$ cat src/rtl/hazard_pkg.sv
// Shared hazard definitions: scoreboard slot layout, forwarding constants and default pipe geometry.
// Also imported by the decode and ALU forwarding mux so both sides agree on the slot encoding.
package hazard_pkg;

    localparam int DEF_PIPE_DEPTH = 3;
    localparam int DEF_REG_AW     = 5;
    localparam int FWD_REGFILE    = 0;

    // Slot dest field is sized for the widest register file any core variant uses (REG_AW <= 8).
    localparam int SLOT_DEST_W = 8;

    typedef struct packed {
        logic                   valid;
        logic [SLOT_DEST_W-1:0] dest;
        logic                   is_load;
    } slot_t;

endpackage

$ cat src/rtl/hazard_match_prio.sv
// Youngest-match search of one source register across the scoreboard slots.
// Purely combinational; slot 1 (EX) has highest priority, no match returns FWD_REGFILE.
module hazard_match_prio
    import hazard_pkg::*;
#(
    parameter int PIPE_DEPTH = DEF_PIPE_DEPTH,
    parameter int REG_AW     = DEF_REG_AW,
    parameter int SEL_W      = $clog2(PIPE_DEPTH + 1)
) (
    input  slot_t [PIPE_DEPTH:1] slots,
    input  logic [REG_AW-1:0]    src,
    input  logic                 src_used,
    output logic [SEL_W-1:0]     sel,
    output logic                 sel_is_load
);

    always_comb begin
        sel         = SEL_W'(FWD_REGFILE);
        sel_is_load = 1'b0;
        // Walk oldest to youngest so the last hit, the youngest writer, wins.
        for (int k = PIPE_DEPTH; k >= 1; k--) begin
            if (src_used && (src != '0) && slots[k].valid &&
                (slots[k].dest == SLOT_DEST_W'(src))) begin
                sel         = SEL_W'(k);
                sel_is_load = slots[k].is_load;
            end
        end
    end

endmodule

$ cat src/rtl/decode_hazard_ctrl.sv
// Decode-stage hazard controller: writer scoreboard, forward selects, load-use and branch-bubble stalls.
// Stall/issue/selects are combinational from slot state; HAZARD_PERF_CNT_EN adds saturating stall counters.
module decode_hazard_ctrl
    import hazard_pkg::*;
#(
    parameter int  PIPE_DEPTH      = DEF_PIPE_DEPTH,
    parameter int  REG_AW          = DEF_REG_AW,
    parameter int  LOAD_READY_SLOT = 2,
    parameter int  BR_BUBBLES      = 3,
    localparam int SEL_W           = $clog2(PIPE_DEPTH + 1)
) (
    input  logic              clk,
    input  logic              resetn,
    input  logic              id_valid,
    input  logic [REG_AW-1:0] id_rs,
    input  logic [REG_AW-1:0] id_rt,
    input  logic              id_rs_used,
    input  logic              id_rt_used,
    input  logic              id_wen,
    input  logic [REG_AW-1:0] id_dest,
    input  logic              id_is_load,
    input  logic              id_is_branch,
    input  logic              flush,
    output logic              stall,
    output logic              issue,
    output logic [SEL_W-1:0]  fwd_rs_sel,
    output logic [SEL_W-1:0]  fwd_rt_sel,
    output logic              br_busy,
    output logic [31:0]       perf_load_stalls,
    output logic [31:0]       perf_br_stalls
);

    localparam int BR_W = (BR_BUBBLES > 0) ? $clog2(BR_BUBBLES + 1) : 1;
    localparam logic [SEL_W-1:0] LOAD_READY_SEL = SEL_W'(LOAD_READY_SLOT);

    slot_t [PIPE_DEPTH:1] slots;
    slot_t                slot_in;
    logic [BR_W-1:0]      br_cnt;
    logic                 rs_is_load;
    logic                 rt_is_load;
    logic                 load_stall;
    logic                 br_stall;

    always_comb begin
        slot_in         = '0;
        slot_in.valid   = issue & id_wen & (id_dest != '0);
        slot_in.dest    = SLOT_DEST_W'(id_dest);
        slot_in.is_load = id_is_load;
    end

    // Slot 1 takes the issuing writer (or a bubble); older slots always advance so committed work drains.
    always_ff @(posedge clk or negedge resetn) begin
        if (!resetn) begin
            slots <= '0;
        end else begin
            slots[1] <= slot_in;
            for (int k = 2; k <= PIPE_DEPTH; k++) begin
                slots[k] <= slots[k-1];
            end
        end
    end

    hazard_match_prio #(
        .PIPE_DEPTH (PIPE_DEPTH),
        .REG_AW     (REG_AW),
        .SEL_W      (SEL_W)
    ) u_match_rs (
        .slots       (slots),
        .src         (id_rs),
        .src_used    (id_rs_used),
        .sel         (fwd_rs_sel),
        .sel_is_load (rs_is_load)
    );

    hazard_match_prio #(
        .PIPE_DEPTH (PIPE_DEPTH),
        .REG_AW     (REG_AW),
        .SEL_W      (SEL_W)
    ) u_match_rt (
        .slots       (slots),
        .src         (id_rt),
        .src_used    (id_rt_used),
        .sel         (fwd_rt_sel),
        .sel_is_load (rt_is_load)
    );

    assign load_stall = (rs_is_load & (fwd_rs_sel != '0) & (fwd_rs_sel < LOAD_READY_SEL)) |
                        (rt_is_load & (fwd_rt_sel != '0) & (fwd_rt_sel < LOAD_READY_SEL));
    assign br_stall   = (br_cnt != '0);
    assign stall      = id_valid & (load_stall | br_stall);
    assign issue      = id_valid & ~stall & ~flush;
    assign br_busy    = br_stall;

    // Bubbles start only when the branch actually issues, so a load-use stall delays them.
    always_ff @(posedge clk or negedge resetn) begin
        if (!resetn) begin
            br_cnt <= '0;
        end else if (flush) begin
            br_cnt <= '0;
        end else if (issue & id_is_branch) begin
            br_cnt <= BR_W'(BR_BUBBLES);
        end else if (br_cnt != '0) begin
            br_cnt <= br_cnt - BR_W'(1);
        end
    end

`ifdef HAZARD_PERF_CNT_EN
    logic [31:0] load_stall_cnt;
    logic [31:0] br_stall_cnt;

    always_ff @(posedge clk or negedge resetn) begin
        if (!resetn) begin
            load_stall_cnt <= '0;
            br_stall_cnt   <= '0;
        end else begin
            if (id_valid & load_stall & (load_stall_cnt != '1)) begin
                load_stall_cnt <= load_stall_cnt + 32'd1;
            end
            if (id_valid & br_stall & ~load_stall & (br_stall_cnt != '1)) begin
                br_stall_cnt <= br_stall_cnt + 32'd1;
            end
        end
    end

    assign perf_load_stalls = load_stall_cnt;
    assign perf_br_stalls   = br_stall_cnt;
`else
    assign perf_load_stalls = '0;
    assign perf_br_stalls   = '0;
`endif

endmodule

$ cat config.mk
export PLATFORM = sky130hd
export DESIGN_NAME = decode_hazard_ctrl
export DESIGN_NICKNAME = d
export VERILOG_FILES = /design/src/rtl/hazard_pkg.sv /design/src/rtl/hazard_match_prio.sv /design/src/rtl/decode_hazard_ctrl.sv
export SDC_FILE = /design/constraint.sdc
export NUM_CORES = 1
export LEC_CHECK = 0
export ABC_AREA = 1
export BUFFER_PORTS_ARGS = -buffer_cell sky130_fd_sc_hd__buf_2
export CORE_MARGIN = 8
export CORE_UTILIZATION = 43
export CTS_BUF_LIST = sky130_fd_sc_hd__clkbuf_8 sky130_fd_sc_hd__clkbuf_16
export DETAILED_ROUTE_END_ITERATION = 8
export PLACE_DENSITY_LB_ADDON = 0.05
export SLEW_MARGIN = 20
export SYNTH_ARGS = -nofsm -noshare
export SYNTH_HDL_FRONTEND = slang
export SYNTH_HIERARCHICAL = 1
export SYNTH_SLANG_ARGS = --single-unit
$ cat constraint.sdc
create_clock -name clk -period 1.71 [get_ports clk]
set_input_delay 0.171 -clock clk [delete_from_list [all_inputs] [get_ports clk]]
set_output_delay 0.171 -clock clk [all_outputs]
set_load 0.02 [all_outputs]
* Word-level counts from Yosys, hierarchy flattened
Cells that the tools add are included.
Operators by class: add/sub/neg operators 1, $lt $le $gt $ge 2, equality and inequality tests 6, multiplexer cells 15, bitwise gates (word level) 14, reduce and logical (&&, ||, !) cells 21
Operators with widths (count):
- $eq 5x5->1 | 6
- $mux 2 | 9
- $reduce_bool 5->1 | 3
- $logic_and 1x1->1 | 14
- $and 1x1->1 | 10
- $mux 1 | 6
- $reduce_bool 2->1 | 3
- $lt 2x2->1 const B | 2
- $reduce_bool 3->1 | 1
- $not 1->1 | 2
- $or 1x1->1 | 2
- $sub 2x1->2 const B | 1
Word-level totals: register bits 23, input bits 24, output and inout port bits 71

* Longest topological paths before layout
word-level depth 19, gate-level depth with buffers 18

* Cells and area by module
Netlist, hierarchy kept.
By module, submodules not included:
- decode_hazard_ctrl | instances 1, cells each 119, area an instance 1206.2 µm², seq. area each 575.6 µm²
- hazard_match_prio | instances 2, cells each 97, area an instance 441.7 µm², seq. area each 0.0 µm²

* Worst setup path after synthesis
Ideal clock, no wire load.
path type reg2reg, start point register, netlist name slots[15], end point register, netlist name slots[9], arrival 1.853 ns, required time 1.642 ns, setup slack -0.211 ns, stages on the path, launching flop included 13, buffers on the path 0, path through dfrtp_1 inv_1 nand2_1 nand2_1 nor2_1 nand3_1 nor2_1 o21a_1 nor2_1 nor2_2 nand2_1 nor3_2 and3_1

* Worst setup path after layout
start point register, netlist name slots[19], end point output issue
On the way: elaborated cells between the ends (all ways) 26, classes of those cells 2 x order compare; 8 x mux; 10 x bitwise; 6 x reduce/logical
RTL lines:
- $logic_and 1x1->1 (2 in series) | RTL line hazard_match_prio.sv:22 | if (src_used && (src != '0) && slots[k].valid &&
- $mux 1 (2 in series) | RTL line hazard_match_prio.sv:22
- named net rs_is_load | RTL line decode_hazard_ctrl.sv:39 | logic rs_is_load;
- $and 1x1->1 (2 in series) | RTL line decode_hazard_ctrl.sv:87 | assign load_stall = (rs_is_load & (fwd_rs_sel != '0) & (fwd_rs_sel < LOAD_READY_SEL)) |
- $or 1x1->1 | RTL line decode_hazard_ctrl.sv:87
- $or 1x1->1 | RTL line decode_hazard_ctrl.sv:90 | assign stall = id_valid & (load_stall | br_stall);
- $and 1x1->1 | RTL line decode_hazard_ctrl.sv:90
- $not 1->1 | RTL line decode_hazard_ctrl.sv:91 | assign issue = id_valid & ~stall & ~flush;
- $and 1x1->1 (2 in series) | RTL line decode_hazard_ctrl.sv:91
- end: declaration | RTL line decode_hazard_ctrl.sv:25 | output logic issue,
The timed path passes the listed nets, and every way through them passes these cells.

==> impl_metrics.json <==
{
  "slew_headroom": 0.6365,
  "root_buffer": "clkbuf_8",
  "slew_viol_final": 0,
  "finalHoldViolations": 0,
  "postSynth.asyncResetShare": 1.000,
  "dp_hpwl_um": 4091,
  "clock_skew_ns": 0.005345,
  "cts.sinks": 23,
  "p_leak_uw": 0.001437,
  "gp_congestion": 0.8742,
  "overflow": 0,
  "cts_buffers": 3,
  "area_growth_pct": 16.77,
  "ys_seq_area_frac": 0.2754,
  "ys_types": 25,
  "hold_path_class": "primary input to register",
  "drc_errors": 0,
  "critPathCaptureType": "output pin",
  "swShare": 0.3975,
  "seqPwrFrac": 0.406,
  "ys_seq_elements": 23,
  "synth_edf_count": 0,
  "layout_setup_ws_ns": -0.4460,
  "die_w_um": 85.71,
  "cp-start-kind": "register",
  "num_rows": 25,
  "power.internal_uw": 944.5,
  "switchingPower_uw": 623.2,
  "die-height_um": 85.71,
  "nets": 409,
  "crit_arrival_ns": 1.99,
  "synthFlopType": "dfrtp_1",
  "rsz0062_at_grt": "true",
  "violations": "negative setup slack",
  "ioPinCount": 95,
  "tightest_slew_ns": 0.5452,
  "ys_warn_count": 6,
  "setup_violations": 9,
  "avgSynthCellArea_sq_um": 6.676,
  "num_antenna_cells": 0,
  "grt_pass1_vias": 1750,
  "drv_cap": 0,
  "vias": 1777,
  "power_frac_clock": 0.211,
  "ir_drop_uv": 414.3,
  "coreArea_sq_um": 4692,
  "syn-instance-count": 313,
  "post-route-min-period_ns": 2.156,
  "grt_first_pass_wirelength_um": 7962,
  "htreeDepth": 1,
  "cp_data_required_time_ns": 1.54,
  "period_share": 1.261,
  "clk_path_buf_depth": 2,
  "antenna_found_initial": 0,
  "status": "finished, violations left",
  "drtPass1Iterations": 4,
  "cp_max_fo": 3,
  "cp_slowest_cell": "dfrtp_1",
  "clkLatencyLatePin_ns": 0.26,
  "grt_max_degree": 24,
  "utilization": 0.5200,
  "syn_area_sq_um": 2090,
  "fmax_ghz": 0.4638,
  "combPwrFrac": 0.383,
  "power_density_nw_per_um2": 642.6,
  "ant_nets": 0,
  "drive_gt1_frac": 0.2768,
  "vias_per_cell": 4.066,
  "finalSetupTns_ns": -1.832,
  "cts.clk_slew.worst_paths_ns": 0.08,
  "die_area_sq_um": 7346,
  "cpMostUsedCell": "nor2_2",
  "start_util": 0.4453,
  "cp_cell_sequence": "inv_1 > nor2_2 > nand2_1 > nor2_2 > nand3_2 > nand3_2 > nor2_2 > nor2_1 > nor2_1 > nand2_1 > nor2_2 > nor2_2 > nand2_2 > nor3_4 > buf_6",
  "nFillCells": 484,
  "wl_per_cell_um": 11.09,
  "path_class": "register to output pin",
  "cpPeakStageDelay_ns": 0.40,
  "grtUsageTotal": 0.1352,
  "routed_wl_um": 4846,
  "drtIter0Drc": 126,
  "cts_tree": "built",
  "io_buffers": 30
}
[cell families after synthesis]
| logic type | Yosys count | synth area share |
|---|---|---|
| adder cells (fa/ha/maj) | 1 | 0.005987 |
| AND/OR/NAND/NOR | 161 | 0.3533 |
| other | 1 | 0.001795 |
| flip-flops | 23 | 0.2754 |
| XOR/XNOR | 4 | 0.01676 |
| buffers and inverters | 113 | 0.3192 |
| AO/OA/AOI/OAI | 10 | 0.02754 |
[stage by stage]
step	hold slack (ns)	power [uW]	std cells	setup slack, ns	area (sq um)
after detailed placement	0.1887	1179	424	-0.2070	2215
after global placement	0.1949	1183	424	-0.2056	2215
after global routing	0.01444	1696	437	-0.6760	2440
after CTS	0.006887	1558	433	-0.4271	2366
after floorplan	-0.1246	1150	394	-0.08847	2402
final	0.02103	1568	437	-0.4460	2440
[cell type report]
cell class / instances / area (sq um) / share of cell area
sequential: 23 / 576.8 / 0.2364
multi-input combinational: 258 / 1220 / 0.5000
clock buffer: 3 / 41.29 / 0.01692
inverter: 49 / 186.4 / 0.07641
clock inverter: 1 / 3.754 / 0.001538
timing repair buffer: 49 / 344.1 / 0.1410
tap: 54 / 67.56 / 0.02769
[placed cells by master (no fill, tap or decap)]
cell type / netlist / layout
clkinv_2: 2 / 2
o21ai_1: 2 / 3
xor2_1: 4 / 4
inv_2: 12 / 14
o22ai_1: 2 / 2
buf_2: 0 / 25
inv_1: 35 / 34
dfrtp_2: 0 / 1
ha_1: 1 / 1
buf_6: 0 / 9
nand3_1: 8 / 5
nor2_1: 42 / 34
conb_1: 1 / 82
nand3_2: 2 / 5
and3_4: 0 / 1
nand2_1: 83 / 77
nand4_1: 3 / 3
nand4_2: 2 / 2
dfrtp_1: 23 / 22
nand4_4: 2 / 2
nor3_2: 1 / 1
clkbuf_8: 0 / 3
nor2_2: 7 / 15
nor3_4: 0 / 1
nor3_1: 3 / 2
dlygate4sd3_1: 0 / 2
buf_4: 64 / 13
nand2_2: 4 / 10
o21ai_0: 4 / 3
nand3b_1: 3 / 3
o21a_2: 0 / 2
[sequential cells by signal, indices dropped and copies added (netlist names)]
signal	count
slots	21
br_cnt	2
[power groups by stage]
stage,Combinational [uW],Clock [uW],Sequential (uW)
after detailed placement,534,0,645
after CTS,576,346,636
after floorplan,517,0,633
after global routing,676,377,644
final,601,331,636
after global placement,536,0,647
[worst max-delay path, delay by kind of cell, from the launching register on]
family | cells | cell delay (ns)
flip-flops | 1 | 0.40
AND/OR/NAND/NOR | 13 | 1.11
buffers and inverters | 2 | 0.21
[cells in the mapped netlist (2+ instances only)]
master	count	area (sq um)
o21ai_1	2	10.01
dfrtp_1	23	575.6
nand2_2	4	25.02
o22ai_1	2	12.51
o21a_1	2	15.01
nand4_2	2	25.02
nor2_2	7	43.79
inv_2	12	45.04
xor2_1	4	35.03
clkinv_2	2	10.01
nand3_2	2	20.02
nand4_1	3	18.77
inv_1	35	131.4
nand4_4	2	42.54
nor3_1	3	15.01
buf_4	64	480.5
nor2_1	42	157.7
o21ai_0	4	20.02
nand2_1	83	311.6
nand3b_1	3	22.52
nand3_1	8	40.04
[repair_timing]
action,in CTS,in global routing
endpoints found under the setup margin,9,9
pin swaps,16,7
endpoints found under the hold margin,23,1
gates resized for setup,25,12
hold buffers,1,1
buffers inserted,4,4
[layer usage]
metal / up-vias / track usage / routed length (um)
met5: - / 0 / 0
met4: 0 / 0.03662 / 16
met3: 2 / 0.03820 / 418
met2: 66 / 0.2313 / 2265
met1: 774 / 0.1607 / 2146
li1: 935 / - / -
[path summary, 6_finish.rpt]
| path | startpoint | end | slack, ns | depth (start not counted) |
|---|---|---|---|---|
| worst max-delay path | slots[19] | issue | -0.45 | 15 |
| worst min-delay path | id_dest[0] | slots[1] | 0.02 | 1 |
| worst max register to register | slots[24] | br_cnt[0] | -0.24 | 17 |
| worst min register to register | slots[9] | slots[19] | 0.41 | 0 |
| max in group asynchronous | resetn | slots[15] | 0.91 | 2 |
| min in group asynchronous | resetn | slots[19] | 0.41 | 2 |
Power figures use the tool's default switching activity.
